$ cat config.mk
export PLATFORM = sky130hd
export DESIGN_NAME = dmem_axi_bridge
export DESIGN_NICKNAME = d
export VERILOG_FILES = /design/src/rtl/dmem_axi_bridge.sv
export SDC_FILE = /design/constraint.sdc
export NUM_CORES = 1
export LEC_CHECK = 0
export CAP_MARGIN = 20
export CORE_MARGIN = 2
export CORE_UTILIZATION = 25
export DETAILED_ROUTE_END_ITERATION = 6
export GPL_TIMING_DRIVEN = 0
export SLEW_MARGIN = 10
export SYNTH_ARGS = -nofsm -noshare
export SYNTH_HDL_FRONTEND = slang
export SYNTH_SLANG_ARGS = --single-unit
$ cat constraint.sdc
create_clock -name clk -period 1.94 [get_ports clk]
set_input_delay 0.388 -clock clk [delete_from_list [all_inputs] [get_ports clk]]
set_output_delay 0.388 -clock clk [all_outputs]
set_load 0.05 [all_outputs]
$ cat src/rtl/dmem_axi_bridge.sv
// dmem_axi_bridge: turns one memory-stage load/store into one single-beat AXI transaction.
// Latency: minimum 3 stall cycles for a read or a write; mem_rdata is valid in DONE.
// Backpressure: every valid is held until its handshake; DONE waits for pipe_advance.
module dmem_axi_bridge #(
  parameter logic [3:0] AXI_ID = 4'd1
) (
  input  logic        clk,
  input  logic        rst,
  input  logic [31:0] mem_addr,
  input  logic        mem_read,
  input  logic        mem_write,
  input  logic [31:0] mem_wdata,
  input  logic [3:0]  mem_byteenable,
  input  logic        pipe_advance,
  output logic [31:0] mem_rdata,
  output logic        stall_req,
  output logic        bus_err,
  output logic [31:0] araddr,
  output logic [2:0]  arsize,
  output logic        arvalid,
  input  logic        arready,
  input  logic [31:0] rdata,
  input  logic [1:0]  rresp,
  input  logic        rvalid,
  output logic        rready,
  output logic [31:0] awaddr,
  output logic [2:0]  awsize,
  output logic        awvalid,
  input  logic        awready,
  output logic [31:0] wdata,
  output logic [3:0]  wstrb,
  output logic        wvalid,
  input  logic        wready,
  input  logic [1:0]  bresp,
  input  logic        bvalid,
  output logic        bready
);

  typedef enum logic [2:0] {
    IDLE    = 3'd0,
    RD_ADDR = 3'd1,
    RD_DATA = 3'd2,
    WR_REQ  = 3'd3,
    WR_RESP = 3'd4,
    DONE    = 3'd5
  } state_t;

  state_t      state_q, state_d;
  logic [31:0] addr_q, addr_d;
  logic [2:0]  size_q, size_d;
  logic [31:0] wdata_q, wdata_d;
  logic [3:0]  strb_q, strb_d;
  logic [31:0] rdata_q, rdata_d;
  logic        bus_err_q, bus_err_d;
  logic        aw_done_q, aw_done_d;
  logic        w_done_q, w_done_d;

  logic        req;
  logic [1:0]  req_off;
  logic [2:0]  req_size;
  logic        aw_now, w_now;

  // The address carries the byte offset so the slave sees a naturally aligned
  // narrow access; the word-aligned low bits of mem_addr are never used.
  logic unused_addr_bits;
  assign unused_addr_bits = ^mem_addr[1:0];

  // ID tie-off for the AR/AW channels; the id wires are not part of this port list.
  logic [3:0] axi_id_unused;
  assign axi_id_unused = AXI_ID;

  assign req = (mem_read | mem_write) && (mem_byteenable != 4'b0000);

  // Decode byte-lane offset (lowest active lane) and AXI size (lane count).
  always_comb begin
    req_off  = 2'd0;
    req_size = 3'd2;
    casez (mem_byteenable)
      4'b???1: req_off = 2'd0;
      4'b??10: req_off = 2'd1;
      4'b?100: req_off = 2'd2;
      4'b1000: req_off = 2'd3;
      default: req_off = 2'd0;
    endcase
    case (mem_byteenable)
      4'b0001, 4'b0010, 4'b0100, 4'b1000: req_size = 3'd0;
      4'b0011, 4'b1100:                   req_size = 3'd1;
      default:                            req_size = 3'd2;
    endcase
  end

  // State and datapath registers with synchronous reset.
  always_ff @(posedge clk) begin
    if (rst) begin
      state_q   <= IDLE;
      addr_q    <= 32'd0;
      size_q    <= 3'd0;
      wdata_q   <= 32'd0;
      strb_q    <= 4'd0;
      rdata_q   <= 32'd0;
      bus_err_q <= 1'b0;
      aw_done_q <= 1'b0;
      w_done_q  <= 1'b0;
    end else begin
      state_q   <= state_d;
      addr_q    <= addr_d;
      size_q    <= size_d;
      wdata_q   <= wdata_d;
      strb_q    <= strb_d;
      rdata_q   <= rdata_d;
      bus_err_q <= bus_err_d;
      aw_done_q <= aw_done_d;
      w_done_q  <= w_done_d;
    end
  end

  // Next-state logic: latch the request once, then walk the AXI handshakes.
  always_comb begin
    state_d   = state_q;
    addr_d    = addr_q;
    size_d    = size_q;
    wdata_d   = wdata_q;
    strb_d    = strb_q;
    rdata_d   = rdata_q;
    bus_err_d = bus_err_q;
    aw_done_d = aw_done_q;
    w_done_d  = w_done_q;
    // A channel counts as done if it completed earlier or handshakes this cycle.
    aw_now    = aw_done_q | awready;
    w_now     = w_done_q | wready;
    case (state_q)
      IDLE: begin
        if (req) begin
          addr_d    = {mem_addr[31:2], req_off};
          size_d    = req_size;
          wdata_d   = mem_wdata;
          strb_d    = mem_byteenable;
          aw_done_d = 1'b0;
          w_done_d  = 1'b0;
          // A store wins when both strobes are raised together.
          state_d   = mem_write ? WR_REQ : RD_ADDR;
        end
      end
      RD_ADDR: begin
        if (arready) state_d = RD_DATA;
      end
      RD_DATA: begin
        if (rvalid) begin
          rdata_d   = rdata;
          bus_err_d = (rresp != 2'b00);
          state_d   = DONE;
        end
      end
      WR_REQ: begin
        aw_done_d = aw_now;
        w_done_d  = w_now;
        if (aw_now && w_now) begin
          aw_done_d = 1'b0;
          w_done_d  = 1'b0;
          state_d   = WR_RESP;
        end
      end
      WR_RESP: begin
        if (bvalid) begin
          bus_err_d = (bresp != 2'b00);
          state_d   = DONE;
        end
      end
      DONE: begin
        // Stay here while another stall source freezes the stage; never re-issue.
        if (pipe_advance) state_d = IDLE;
      end
      default: state_d = IDLE;
    endcase
  end

  assign arvalid   = (state_q == RD_ADDR);
  assign rready    = (state_q == RD_DATA);
  assign awvalid   = (state_q == WR_REQ) && !aw_done_q;
  assign wvalid    = (state_q == WR_REQ) && !w_done_q;
  assign bready    = (state_q == WR_RESP);

  assign araddr    = addr_q;
  assign awaddr    = addr_q;
  assign arsize    = size_q;
  assign awsize    = size_q;
  assign wdata     = wdata_q;
  assign wstrb     = strb_q;
  assign mem_rdata = rdata_q;
  assign bus_err   = bus_err_q;

  assign stall_req = ((state_q == IDLE) && req) ||
                     (state_q == RD_ADDR) || (state_q == RD_DATA) ||
                     (state_q == WR_REQ)  || (state_q == WR_RESP);

endmodule

==> impl_results.md, run 1 <==
- Net count, final: 933
- IR drop worst, VDD: 0.558 mV
- Synth area leaders: dfxtp_1 51%, nand2_1 18%, a21oi_1 13%, buf_4 6.4%, clkbuf_1 2.0%
- Slew headroom: 57.5%
- Total Wirelength: 14.5 mm
- R2r startpoint: state_q[0]
- Post-route ant nets: 0
- Reg2reg path depth: 5
- Post-Syn Area per Cell: 7.76 sq um
- CP max stage delay: 0.39 ns
- Total Routing Usage GR: 15.8%
- Yosys cell types: 33
- Reg clk slew, reported paths: 0.07 ns
- Root Buffer: clkbuf_16
- CP max FO: 4
- PD cells: 1410 nW/um^2
- Hold Path Depth: 2
- Worst-Skew Late Latency: 0.36 ns
- Pins over their slew limit: 0
- H-tree levels: 3
- Core Footprint: 16600 sq um
- # fillers: 1706
- Initial DRT Pass Iterations: 4
- Initial Util: 25.6%
- IO buf count: 254
- Yosys top cell area share: 50.9%
- Data arrival, critical path: 1.62 ns
- Hpwl dp: 10.8 mm
- Hold path endpoint: mem_rdata[14]
- Num CTS Buffers: 9
- I/O pin cnt: 259
- CTS Buffer Depth: 2
- Sequential cell area fraction in the yosys report: 50.9%
- Finished Cell Area: 7520 sq um
- P_leak: 3.77 nW
- RSZ-0062 raised after global routing: yes
- Syn Inst Count: 547
- Setup-failing EPs final: 1
- Run status: finished with violations
- CTS tree: done
- Worst min-delay path class: reg -> reg
- Initial antenna violation count: 0
- Critical Path RT: 1.55 ns
- DR iter-0 viols: 158
- Synthesized cell area: 4240 sq um
- Congestion Overflow GR: 0
- Ys async rst share: 0%
- Synth Register Bits: 108
- Final clock period utilization by the worst path: 103%
- Minimum clock period: 2.00 ns
- FF-to-FF End: arsize[0]
- Drt wl/cell: 13.9 microns
- Num rows: 47
- Die height: 134 microns
- Violated checks: setup timing
- Hold_sp: mem_rdata[14]
- Fmax: 499 MHz
- Final hold viol count: 0
- Register area: 2170 sq um
- Crit start category: flop
- Vias in the first global route: 4191
- Crit path cell chain: or3_4, o21bai_2, and2_4, buf_6
- Synthesis-to-finish area growth: 77.2%
- Number of remaining DRC errors: 0
- First-pass GRT wire length: 22.4 mm
- Layout cell share with drive strength beyond 1: 12.0%
- Hold Slack: 0.452 ns
- Die ar.: 18000 sq um
- CTS Hold Bufs: 0
- Final Skew: 0.00843 ns
- Max cap viols: 0
- Ys flop type: dfxtp_1
- Final Core Density: 45.4%
- Worst Tran Pin Value: 0.637 ns
- RePlAce Congestion: 0.740
- Slowest-stage cell, CP: or3_4
- Reg2reg setup slack: 0.09 ns
- Yosys warns: 0
- Average vias per placed instance: 4.25
- Area after DPL: 7080 sq um
- Total power: 10.6 mW
- CP Class: reg -> out
- Post-synth EDFFs: 0
- Die Wd: 134 microns
- CTS sink count: 108
- Critical path endpoint category: output pin
- N_diodes: 0
- Largest net degree at the start of global routing: 19
- Via count: 4436
- Area of the multi-input gates: 1700 sq um
- Synth area leader: dfxtp_1
- Worst Setup Slack, final: -0.0640 ns
worst max path at each step:
stage	start	to	slack, ns
finish	state_q[0]	stall_req	-0.06
global route	state_q[0]	stall_req	-0.13
CTS	state_q[2]	stall_req	-0.13
detailed placement	mem_byteenable[3]	stall_req	-1.00
global placement	mem_byteenable[3]	stall_req	-1.01
floorplan	state_q[1]	awvalid	-0.02
cells in the mapped netlist, types with 2 or more instances:
cell	count
nand2_1	201
dfxtp_1	108
a21oi_1	107
buf_4	36
clkbuf_1	23
buf_2	14
nor2_1	13
nand2b_1	5
nand3b_1	4
nor3_1	4
nor3b_1	3
o21ai_0	3
or3_1	3
and2_1	2
mux2i_1	2
nor4_1	2
layout make-up:
class	instances	area share, %
Inverter	1	0.0499
Multi-Input combinational cell	366	22.6
Tap cell	220	3.66
Buffer	73	6.00
Timing Repair Buffer	260	34.7
Clock inverter	6	0.965
Clock buffer	10	3.18
Sequential cell	108	28.8
logic make-up after synthesis:
group                     synth area share, %
DFF                                      50.9
other                                  0.0884
buffers and inverters                    10.1
xor gates and xnor gates                0.206
muxes                                   0.472
AOI/OAI and AO/OA                        14.6
and+or+nand+nor                          23.6
cells in the final DEF (no fill, tap or decap), types with 2 or more instances in the layout:
cell type	netlist	routed
dlymetal6s2s_1	0	43
buf_2	14	13
nand2_1	201	201
clkbuf_1	23	16
nor3b_2	0	2
mux2i_1	2	2
clkbuf_2	0	4
or3_1	3	3
clkbuf_16	0	9
nor2_1	13	11
o21ai_0	3	3
nor2_2	0	2
dfxtp_2	0	2
clkdlybuf4s50_1	0	145
nand3b_1	4	4
a21oi_1	107	107
dfxtp_1	108	105
conb_1	1	2
nand2b_1	5	5
buf_4	36	48
dlygate4sd2_1	0	60
buf_6	0	3
clkinv_4	0	3
nor3_1	4	4
critical path: cells and delay by family (launching register included):
| family | cells | cell delay, ns |
|---|---|---|
| AO/OA/AOI/OAI | 1 | 0.21 |
| flip-flops | 1 | 0.36 |
| AND/OR/NAND/NOR | 2 | 0.54 |
| buffers and inverters | 1 | 0.15 |
stage by stage:
stage / setup WS, ns / setup TNS [ns] / std cells
after CTS: -0.128 / -0.128 / 1041
after detailed placement: -1.00 / -41.13 / 1022
after global routing: -0.126 / -0.220 / 1044
final: -0.0640 / -0.0640 / 1044
after floorplan: -0.0222 / -0.0444 / 548
after global placement: -1.01 / -39.89 / 1022
power by group:
part	internal [mW]	total [mW]	switching [mW]
Combinational	1.89	5.68	3.79
Sequential	2.68	2.97	0.286
Clock	1.05	1.94	0.890
sequential cells by signal, indices dropped and copies added (netlist names), 2 cells and up:
name,flops
wstrb,4
wdata,32
araddr,32
mem_rdata,32
state_q,3
arsize,2
per-layer routing:
| metal | track usage (%) | wire (microns) | vias up | part of all wire (%) |
|---|---|---|---|---|
| met2 | 26.4 | 7040 | 154 | 48 |
| li1 | - | - | 2286 | - |
| met1 | 19.3 | 6210 | 1985 | 43 |
| met5 | 0 | 0 | - | 0 |
| met4 | 5.61 | 212 | 0 | 1.5 |
| met3 | 4.72 | 1080 | 11 | 7.4 |
repair_timing:
action	4_1_cts	5_1_grt
gates resized for setup	104	68
endpoints found under the setup margin	134	54
pin swaps	1	2
setup buffers	3	3
Power figures use the tool's default switching activity.
==> run 2: changes to the inputs <==
--- a/config.mk
+++ b/config.mk
@@ -9,7 +9,9 @@
 export CORE_MARGIN = 2
 export CORE_UTILIZATION = 25
 export DETAILED_ROUTE_END_ITERATION = 6
+export GPL_ROUTABILITY_DRIVEN = 0
 export GPL_TIMING_DRIVEN = 0
+export RECOVER_POWER = 100
 export SLEW_MARGIN = 10
 export SYNTH_ARGS = -nofsm -noshare
 export SYNTH_HDL_FRONTEND = slang
==> impl_results.md, run 2 (synthesized netlist as in run 1, its figures left out) <==
- Run status: finished with violations
- Violated checks: setup timing
- CTS Hold Bufs: 0
- Total Routing Usage GR: 15.8%
- Worst min-delay path class: reg -> reg
- First-pass GRT wire length: 22.4 mm
- Hold Path Depth: 2
- Data arrival, critical path: 1.62 ns
- Minimum clock period: 2.00 ns
- Placed insts: 1022
- Num CTS Buffers: 9
- Number of remaining DRC errors: 0
- Critical path endpoint category: output pin
- IO buf count: 254
- Pre-CTS setup slack: -1.00 ns
- IR drop worst, VDD: 0.557 mV
- Setup-failing EPs final: 1
- Hold Slack: 0.453 ns
- Initial antenna violation count: 0
- Commonest non-fill, non-tap cell in the layout: nand2_1
- Final clock period utilization by the worst path: 103%
- CP Class: reg -> out
- I/O pin cnt: 259
- Die Wd: 134 microns
- Critical Path RT: 1.55 ns
- Root Buffer: clkbuf_16
- P_leak: 2.93 nW
- Setup_tns: -0.0642 ns
- Final hold viol count: 0
- N_diodes: 0
- Synthesis-to-finish area growth: 68.3%
- Crit path cell chain: or3_4, o21bai_2, and2_4, buf_6
- Most frequent cells in the layout: 201 x nand2_1, 144 x clkdlybuf4s50_1, 107 x a21oi_1, 105 x dfxtp_1, 60 x dlygate4sd2_1
- CTS sink count: 108
- Final Skew: 0.00823 ns
- H-tree levels: 3
- Average vias per placed instance: 4.26
- Num rows: 47
- Hpwl dp: 10.8 mm
- Post-route ant nets: 0
- CP max stage delay: 0.39 ns
- CP max FO: 4
- Via count: 4447
- Congestion Overflow GR: 0
- Layout cell share with drive strength beyond 1: 12.0%
- Fin cells: 1044
- Worst Setup Slack, final: -0.0642 ns
- CTS tree: done
- Fmax: 499 MHz
- Initial DRT Pass Iterations: 4
- Largest net degree at the start of global routing: 19
- Die ar.: 18000 sq um
- Initial Util: 25.6%
- # fillers: 1761
- Slowest-stage cell, CP: or3_4
- Die height: 134 microns
- Worst Tran Pin Value: 0.670 ns
- CTS Buffer Depth: 2
- Vias in the first global route: 4191
- Net count, final: 933
- RSZ-0062 raised after global routing: yes
- PD cells: 1450 nW/um^2
- Reg2reg path depth: 6
- Pins over their slew limit: 0
- Slew headroom: 55.5%
- Drt wl/cell: 13.9 microns
- Total Wirelength: 14.5 mm
- Max cap viols: 0
- Crit start category: flop
- Worst-Skew Late Latency: 0.36 ns
- DR iter-0 viols: 163
- Reg clk slew, reported paths: 0.08 ns
- Core Footprint: 16600 sq um
## run 2: critical path, delay by kind of cell (launching register included)
family | cells | cell delay, ns
DFF | 1 | 0.36
AOI/OAI and AO/OA | 1 | 0.21
and+or+nand+nor | 2 | 0.54
buffers and inverters | 1 | 0.15
## run 2: layer usage
layer / GRT usage (%) / part of all wire (%) / up-vias
met5: 0 / 0 / -
met4: 5.61 / 1.5 / 0
met3: 4.72 / 8.0 / 11
met2: 26.4 / 48 / 155
met1: 19.3 / 42 / 1993
li1: - / - / 2288
## run 2: worst paths after layout
path                      from            to  slack (ns)
setup reg to reg    state_q[0]     aw_done_q           0
setup / recovery    state_q[0]     stall_req       -0.06
hold reg to reg   mem_rdata[7]  mem_rdata[7]        0.45
hold / removal    mem_rdata[7]  mem_rdata[7]        0.45
## run 2: through the flow
| step | utilization [%] | power, mW | area, sq um |
|---|---|---|---|
| global route | 43.1 | 11.0 | 7140 |
| floorplan | - | 6.85 | 4260 |
| CTS | 44.4 | 10.6 | 7360 |
| detailed placement | 42.7 | 8.84 | 7080 |
| finish | 43.1 | 10.4 | 7140 |
| global placement | 42.7 | 8.81 | 7080 |
## run 2: what timing repair did
item | in CTS | in global routing
resized for setup | 104 | 68
pin swaps | 1 | 2
setup buffers | 3 | 3
endpoints found under the setup margin | 134 | 54
## run 2: area by class of cell
cell class              instances  area, sq um  share of cell area, %
clock inverters                 6         72.6                   1.02
well taps                     220          275                   3.85
flip-flops and latches        108         2170                   30.4
clock buffers                  10          239                   3.35
plain buffers                  73          449                   6.29
inverters                       1         3.75                 0.0525
multi-input cells             366         1700                   23.8
repair buffers                260         2240                   31.3
## run 2: report_power, final
part | internal (mW) | switching (mW) | leakage, nW
logic | 1.67 | 3.80 | 1.90
registers | 2.68 | 0.288 | 0.885
clock network | 1.05 | 0.890 | 0.149
==> run 3: changes to the inputs <==
--- a/config.mk
+++ b/config.mk
@@ -7,10 +7,11 @@
 export LEC_CHECK = 0
 export CAP_MARGIN = 20
 export CORE_MARGIN = 2
-export CORE_UTILIZATION = 25
+export CORE_UTILIZATION = 37
 export DETAILED_ROUTE_END_ITERATION = 6
 export GPL_ROUTABILITY_DRIVEN = 0
 export GPL_TIMING_DRIVEN = 0
+export PLACE_DENSITY = 0.8
 export RECOVER_POWER = 100
 export SLEW_MARGIN = 10
 export SYNTH_ARGS = -nofsm -noshare
==> impl_results.md, run 3 (synthesized netlist as in run 1, its figures left out) <==
- Final Core Density: 64.1%
- Initial antenna violation count: 0
- Hold Slack: 0.452 ns
- # fillers: 1022
- Total power: 10.5 mW
- Initial DRT Pass Iterations: 4
- Data arrival, critical path: 1.59 ns
- Setup-failing EPs final: 1
- I/O pin cnt: 259
- Net count, final: 931
- Worst Setup Slack, final: -0.0402 ns
- Root Buffer: clkbuf_16
- Final clock period utilization by the worst path: 102%
- Post-route ant nets: 0
- Area of the multi-input gates: 1710 sq um
- CTS Hold Bufs: 0
- Total Wirelength: 13.9 mm
- Largest net degree at the start of global routing: 16
- Drt wl/cell: 14.4 microns
- Final hold viol count: 0
- Fmax: 505 MHz
- CTS tree: done
- Congestion Overflow GR: 0
- Worst min-delay path class: reg -> reg
- Initial Util: 37.5%
- IO buf count: 254
- Violated checks: setup timing
- Num CTS Buffers: 9
- Hpwl dp: 10.6 mm
- Setup_tns: -0.0402 ns
- First-pass GRT wire length: 21.5 mm
- PD cells: 1440 nW/um^2
- Commonest non-fill, non-tap cell in the layout: nand2_1
- Run status: finished with violations
- Minimum clock period: 1.98 ns
- CTS sink count: 108
- H-tree levels: 3
- Vias in the first global route: 4451
- Worst-Skew Late Latency: 0.33 ns
- Num rows: 39
- N_diodes: 0
- CTS Buffer Depth: 2
- Fin cells: 963
- Slew headroom: 59.0%
- Pins over their slew limit: 0
- Reg clk slew, reported paths: 0.07 ns
- RSZ-0062 raised after global routing: yes
- P_leak: 2.91 nW
- Synthesis-to-finish area growth: 71.0%
- Pre-CTS setup slack: -0.968 ns
- Register area: 2170 sq um
- CP Class: reg -> out
- Finished Cell Area: 7260 sq um
- Number of remaining DRC errors: 0
- Crit path cell chain: or3_4, o21bai_4, and2_4, buf_8
- Worst Tran Pin Value: 0.617 ns
- Core Footprint: 11300 sq um
- CP top delay family: simple AND/OR/NAND/NOR gates
- Die ar.: 12300 sq um
- Critical path endpoint category: output pin
- Critical path buffer and inverter count: 1
- Die Wd: 111 microns
- Crit start category: flop
- IR drop worst, VDD: 0.782 mV
- DR iter-0 viols: 185
- Die height: 111 microns
- Total Routing Usage GR: 21.2%
- Via count: 4547
- Critical Path RT: 1.55 ns
- CP max FO: 4
- Max cap viols: 0
- Average vias per placed instance: 4.72
- Most frequent cells in the layout: 201 x nand2_1, 194 x clkdlybuf4s50_1, 107 x a21oi_1, 105 x dfxtp_1, 42 x dlygate4sd2_1
- Final Skew: 0.00593 ns
- Slowest-stage cell, CP: or3_4
- Placed insts: 945
- Layout cell share with drive strength beyond 1: 11.3%
- Area after DPL: 6980 sq um
- CP max stage delay: 0.42 ns
run 3: final timing paths:
path	startpoint	end	slack, ns	depth (start not counted)
setup / recovery	state_q[0]	stall_req	-0.04	4
hold / removal	wstrb[3]	wstrb[3]	0.45	2
setup reg to reg	state_q[0]	aw_done_q	0.03	6
hold reg to reg	wstrb[3]	wstrb[3]	0.45	2
run 3: where the power goes:
| group | switching, mW | internal (mW) |
|---|---|---|
| registers | 0.301 | 2.68 |
| clock network | 0.762 | 1.06 |
| logic | 3.79 | 1.88 |
run 3: metal layers:
layer / track usage (%) / part of all wire, % / vias up
li1: - / - / 2279
met1: 23.8 / 39 / 2097
met2: 38.7 / 53 / 156
met3: 5.74 / 6.6 / 15
met4: 7.00 / 1.4 / 0
met5: 0 / 0 / -
run 3: what timing repair did:
action                                  CTS  global route
gates resized for setup                  85            32
pin swaps                                 2             2
cloned                                    0             0
endpoints found under the setup margin  116            46
buffers inserted                          2             2
run 3: worst register-to-register path, stage by stage, from the launching register on:
cell and delay, ns:
dfxtp_4 0.35, or3_4 0.42, or3_1 0.31, clkbuf_2 0.22, clkbuf_4 0.24, a31oi_1 0.17, nor3_1 0.06
run 3: layout make-up:
type	count	share of cell area, %
Timing Repair Buffer	258	33.9
Sequential cell	108	29.9
Multi-Input combinational cell	366	23.6
Buffer	73	6.09
Clock buffer	12	3.53
Tap cell	143	2.47
Clock inverter	2	0.483
Inverter	1	0.0517
